### src/rtl/dma_write_master.sv
// Avalon-MM write master: drains a show-ahead FIFO into consecutive word
// addresses starting at a latched destination, one word per accepted beat.
module dma_write_master #(
  parameter int ADDR_W = 32,
  parameter int LEN_W  = 32
) (
  input  logic              iClk,
  input  logic              iReset,
  input  logic              iStart,
  input  logic [ADDR_W-1:0] iDst_addr,
  input  logic [LEN_W-1:0]  iLength,
  output logic              oBusy,
  output logic              oDone,
  input  logic [31:0]       FF_q,
  input  logic              FF_empty,
  output logic              FF_readrequest,
  output logic [ADDR_W-1:0] avm_address,
  output logic              avm_write,
  output logic [31:0]       avm_writedata,
  output logic [3:0]        avm_byteenable,
  input  logic              avm_waitrequest
);

  localparam logic [1:0] ST_IDLE  = 2'd0;
  localparam logic [1:0] ST_WRITE = 2'd1;
  localparam logic [1:0] ST_DONE  = 2'd2;

  logic [1:0]       state_q, state_d;
  logic [ADDR_W-1:0] addr_q, addr_d;
  logic [LEN_W-3:0] remaining_q, remaining_d;
  logic             beat_accepted;

  // Byte offsets of address and length are dropped by design.
  logic unused_low_bits;
  assign unused_low_bits = ^{iDst_addr[1:0], iLength[1:0]};

  assign avm_write      = (state_q == ST_WRITE) && !FF_empty;
  assign beat_accepted  = avm_write && !avm_waitrequest;
  assign FF_readrequest = beat_accepted;
  assign avm_address    = addr_q;
  assign avm_writedata  = FF_q;
  assign avm_byteenable = 4'b1111;
  assign oBusy          = (state_q == ST_WRITE) || (state_q == ST_DONE);
  assign oDone          = (state_q == ST_DONE);

  always_comb begin
    // NOTE: every signal gets a hold default first so no path leaves it unassigned (no latches).
    state_d     = state_q;
    addr_d      = addr_q;
    remaining_d = remaining_q;
    case (state_q)
      ST_IDLE: begin
        if (iStart) begin
          addr_d      = {iDst_addr[ADDR_W-1:2], 2'b00};
          remaining_d = iLength[LEN_W-1:2];
          state_d     = (iLength[LEN_W-1:2] == '0) ? ST_DONE : ST_WRITE;
        end
      end
      ST_WRITE: begin
        if (beat_accepted) begin
          addr_d = addr_q + ADDR_W'(4);
          // Counter is only decremented while non-zero so it cannot wrap.
          if (remaining_q != '0) begin
            remaining_d = remaining_q - (LEN_W-2)'(1);
          end
          if (remaining_q <= (LEN_W-2)'(1)) begin
            state_d = ST_DONE;
          end
        end
      end
      ST_DONE: state_d = ST_IDLE;
      default: state_d = ST_IDLE;
    endcase
  end

  // NOTE: sequential state uses non-blocking assignments so all flops update together.
  always_ff @(posedge iClk or posedge iReset) begin
    if (iReset) begin
      state_q     <= ST_IDLE;
      addr_q      <= '0;
      remaining_q <= '0;
    end else begin
      state_q     <= state_d;
      addr_q      <= addr_d;
      remaining_q <= remaining_d;
    end
  end

endmodule

### config.mk
export PLATFORM = sky130hd
export DESIGN_NAME = dma_write_master
export DESIGN_NICKNAME = d
export VERILOG_FILES = /design/src/rtl/dma_write_master.sv
export SDC_FILE = /design/constraint.sdc
export NUM_CORES = 1
export LEC_CHECK = 0
export ABC_CLOCK_PERIOD_IN_PS = 3050
export BUFFER_PORTS_ARGS = -buffer_cell sky130_fd_sc_hd__buf_2
export CORE_ASPECT_RATIO = 1.25
export CORE_MARGIN = 8
export CORE_UTILIZATION = 50
export CTS_CLUSTER_DIAMETER = 100
export DETAILED_ROUTE_END_ITERATION = 16
export GPL_ROUTABILITY_DRIVEN = 0
export GPL_TIMING_DRIVEN = 0
export PLACE_DENSITY = 0.82
export SKIP_CTS_REPAIR_TIMING = 1
export SYNTH_ARGS = -nofsm -noshare
export SYNTH_HDL_FRONTEND = slang
export SYNTH_SLANG_ARGS = --single-unit
export TNS_END_PERCENT = 50
### constraint.sdc
create_clock -name iClk -period 3.05 [get_ports iClk]
set_input_delay 0.61 -clock iClk [delete_from_list [all_inputs] [get_ports iClk]]
set_output_delay 0.61 -clock iClk [all_outputs]
set_load 0.005 [all_outputs]
==> flow_metrics.py <==
metrics = {
    "status": {
        "status": "finished, final reports clean",
    },
    "drt": {
        "first_iter_violations": 490,
        "routed_wire_length_per_instance_um": 20.7,
        "via_count": 5358,
        "drcViolationCount": 0,
        "routed_wl_um": 17200,
        "firstDrtPassIters": 7,
        "detail_route.vias_per_cell": 6.46,
        "ant_nets": 0,
    },
    "cts": {
        "clock_tree.buffer_depth": 2,
        "path_clk_slew_ps": 60,
        "worstSkewPairLatency_ps": 340,
        "cts_tree": "built",
        "cts-buffers-inserted": 9,
        "cts.sinks": 62,
        "htree_num_levels": 3,
        "clk_root_buffer_cell": "sky130_fd_sc_hd__clkbuf_16",
    },
    "logic_synthesis": {
        "synth_fa_ha_area_share_pct": 1.64,
        "synth.cells.most_frequent": "sky130_fd_sc_hd__dfrtp_1, sky130_fd_sc_hd__nand2_1, sky130_fd_sc_hd__a21oi_1, sky130_fd_sc_hd__buf_4, sky130_fd_sc_hd__clkbuf_1",
        "netlist_instances": 555,
        "synthDistinctLibCells": 61,
        "fraction_of_synthesized_cell_area_taken_by_the_top_area_cell_type_pct": 33.8,
        "yosysWarnings": 0,
        "asyncSetResetFlopFracSynth_pct": 100,
        "synth_top_flop_cell": "sky130_fd_sc_hd__dfrtp_1",
        "synth_xor_area_share_pct": 0,
        "simple_gate_fraction_of_synth_area_pct": 26.8,
        "yosys.cell_count.top_type": "sky130_fd_sc_hd__dfrtp_1",
        "post_synth_main_area_contributors": "sky130_fd_sc_hd__dfrtp_1, sky130_fd_sc_hd__buf_4, sky130_fd_sc_hd__a21oi_1",
        "synth_enable_flop_cells": 0,
        "dominant_combinational_cell_family_by_area_after_synthesis": "simple AND/OR/NAND/NOR gates",
        "synth.avg_cell_area_um2": 8.26,
        "synth.area.mux_share_pct": 3.08,
        "synth_seq_cells": 62,
        "ys_seq_area_share_pct": 33.8,
        "synth_compound_gate_area_share_pct": 23.5,
        "netlist.top_cell.by_area": "sky130_fd_sc_hd__dfrtp_1",
        "mappedNetlistArea_um2": 4580,
    },
    "finish": {
        "design.final.nets": 808,
        "fill_cells": 794,
        "stdcell_count": 829,
        "syn2layout_area_growth_pct": 25.6,
        "antenna_diode_count": 0,
        "final_layout_size_suffix_gt1_share_pct": 31.0,
    },
    "timing": {
        "hold_viol_final": 0,
        "fin_crit_sh_pct": 96.1,
        "timing.fmax_ghz": 0.341,
        "layout_min_cycle_time_ps": 2930,
        "maxSlewHeadroom_pct": 31.5,
        "grt_setup_unrepaired": "true",
        "finalClockSkew_ps": 4.88,
        "finalSetupTns_ps": 0,
        "finalHoldWorstSlack_ps": 408,
        "finalSetupViolCount": 0,
        "worst-slew-pin-transition_ps": 1020,
        "final_max_slew_viol_count": 0,
    },
    "pwr": {
        "power.ir.vdd_worst_uv": 574,
        "post-layout-total-power_mw": 6.24,
        "power_density_nw_per_um2": 1080,
        "power.leakage_nw": 2.41,
    },
    "floorplan": {
        "floorplan.die.height_um": 123,
        "fp.dieW_um": 102,
        "initial_utilization_pct": 50.8,
        "design.die.area_um2": 12500,
        "io_pins": 173,
        "floorplan.core_area_um2": 9030,
        "placement_rows": 39,
    },
    "setup_path": {
        "critPathCaptureType": "register",
        "critPathArrivalTime_ps": 3150,
        "critical_path.cell_chain": "inv_1 > ha_1 > nor3b_2 > o21a_1 > clkbuf_1 > nand3_1 > o311ai_0",
        "critical-path-max-stage-delay_ps": 470,
        "regToRegStartpoint": "state_q[1]$_DFFE_PP0P_",
        "worstRegToRegCells": 7,
        "worst_path_max_delay_cell": "sky130_fd_sc_hd__clkbuf_1",
        "reg2reg_slack_ps": 120,
        "path_class": "reg2reg",
        "critPathBufInv": 2,
        "timing.critical_path.required_ps": 3260,
        "critPathMaxFanout": 10,
        "critPathLaunchType": "register",
        "regToRegEndpoint": "remaining_q[18]$_DFFE_PP0P_",
        "cp_top_family": "compound AO/OA/AOI/OAI gates",
    },
    "grt": {
        "initial_antenna_violation_count": 0,
        "gr-total-overflow": 0,
        "grt_start_max_net_pins": 34,
        "grt.total_usage_pct": 27.2,
        "via_count_of_the_first_global_routing_pass": 5490,
        "first_pass_grt_wire_length_um": 27000,
    },
    "placed_design": {
        "dp_hpwl_um": 12300,
        "buffer_ports.inserted": 130,
        "dp_cells": 813,
    },
    "worst_hold_path": {
        "hold_class": "in2async",
    },
    "job": {
        "drv_cap": 0,
    },
}
power by group:
part	switching (mW)	internal, mW	total (mW)	leakage [nW]
Combinational	1.98	1.29	3.27	1.54
Clock	0.413	0.718	1.13	0.152
Sequential	0.577	1.26	1.83	0.717
Total	2.97	3.27	6.24	2.41
worst max-delay path by stage:
stage | endpoint | slack (ps) | cells after the start | from
after global placement | avm_address[11]$_DFFE_PP0P_ | -170 | 8 | state_q[1]$_DFFE_PP0P_
after global routing | remaining_q[18]$_DFFE_PP0P_ | -20 | 7 | state_q[1]$_DFFE_PP0P_
after detailed placement | avm_address[5]$_DFFE_PP0P_ | -330 | 8 | state_q[1]$_DFFE_PP0P_
final | remaining_q[18]$_DFFE_PP0P_ | 120 | 7 | state_q[1]$_DFFE_PP0P_
after CTS | avm_address[8]$_DFFE_PP0P_ | -320 | 8 | state_q[1]$_DFFE_PP0P_
after floorplan | remaining_q[14]$_DFFE_PP0P_ | 590 | 9 | remaining_q[0]$_DFFE_PP0P_
worst reg2reg max path, delay by kind of cell, from the launching register on:
family	cells	cell delay [ps]
and+or+nand+nor	2	780
DFF	1	390
AOI/OAI and AO/OA	2	800
buffers and inverters	2	560
adders and majority gates	1	280
flip-flops by register name, summed over array words and instances, names as in the netlist:
name / count
state_q: 2
avm_address: 30
remaining_q: 30
layout make-up:
| type | count | area, um2 | share of cell area [%] |
|---|---|---|---|
| Clock buffer | 9 | 225 | 3.91 |
| Clock inverter | 7 | 97.6 | 1.69 |
| Tap cell | 123 | 154 | 2.67 |
| Timing Repair Buffer | 131 | 671 | 11.6 |
| Inverter | 12 | 45.0 | 0.782 |
| Sequential cell | 62 | 1550 | 26.9 |
| Buffer | 79 | 463 | 8.04 |
| Multi-Input combinational cell | 406 | 2550 | 44.3 |
per-stage QoR:
stage | setup slack (ps) | util [%] | cell area [um2]
6_report | 117 | 63.8 | 5760
5_1_grt | -16.2 | 63.8 | 5760
4_1_cts | -321 | 63.7 | 5750
3_5_place_dp | -332 | 60.1 | 5420
3_3_place_gp | -166 | 59.9 | 5400
2_1_floorplan | 588 | - | 4600
kinds of logic (layout without fill, tap and decap cells):
group | after synthesis | in the layout
mux | 14 | 14
buf+inv | 91 | 238
fa+ha+maj | 6 | 6
flops | 62 | 62
other cells | 2 | 6
simple gates | 219 | 219
compound gates | 161 | 161
per-layer routing:
layer,GRT usage [%],part of all wire [%]
met2,43.7,48
met4,15.5,4.7
met3,7.49,12
met5,0,0
met1,32.1,36
cells in the final DEF, fill, tap and decap left out, types with 7 or more instances in the layout:
cell type and n:
sky130_fd_sc_hd__a2bb2oi_1 13, sky130_fd_sc_hd__nand4_1 21, sky130_fd_sc_hd__nand2_1 53, sky130_fd_sc_hd__buf_4 38, sky130_fd_sc_hd__clkbuf_1 32, sky130_fd_sc_hd__nor2_1 29, sky130_fd_sc_hd__nand3_1 32, sky130_fd_sc_hd__and3_1 10
sky130_fd_sc_hd__a211oi_1 7, sky130_fd_sc_hd__clkbuf_16 9, sky130_fd_sc_hd__nor4_1 17, sky130_fd_sc_hd__dfrtp_1 62, sky130_fd_sc_hd__a21oi_1 46, sky130_fd_sc_hd__or3_1 8, sky130_fd_sc_hd__nor3_1 14, sky130_fd_sc_hd__mux2i_1 13
sky130_fd_sc_hd__and4_1 8, sky130_fd_sc_hd__o21ai_0 26, sky130_fd_sc_hd__buf_2 132, sky130_fd_sc_hd__inv_1 11, sky130_fd_sc_hd__o22ai_1 19
Power figures use the tool's default switching activity.
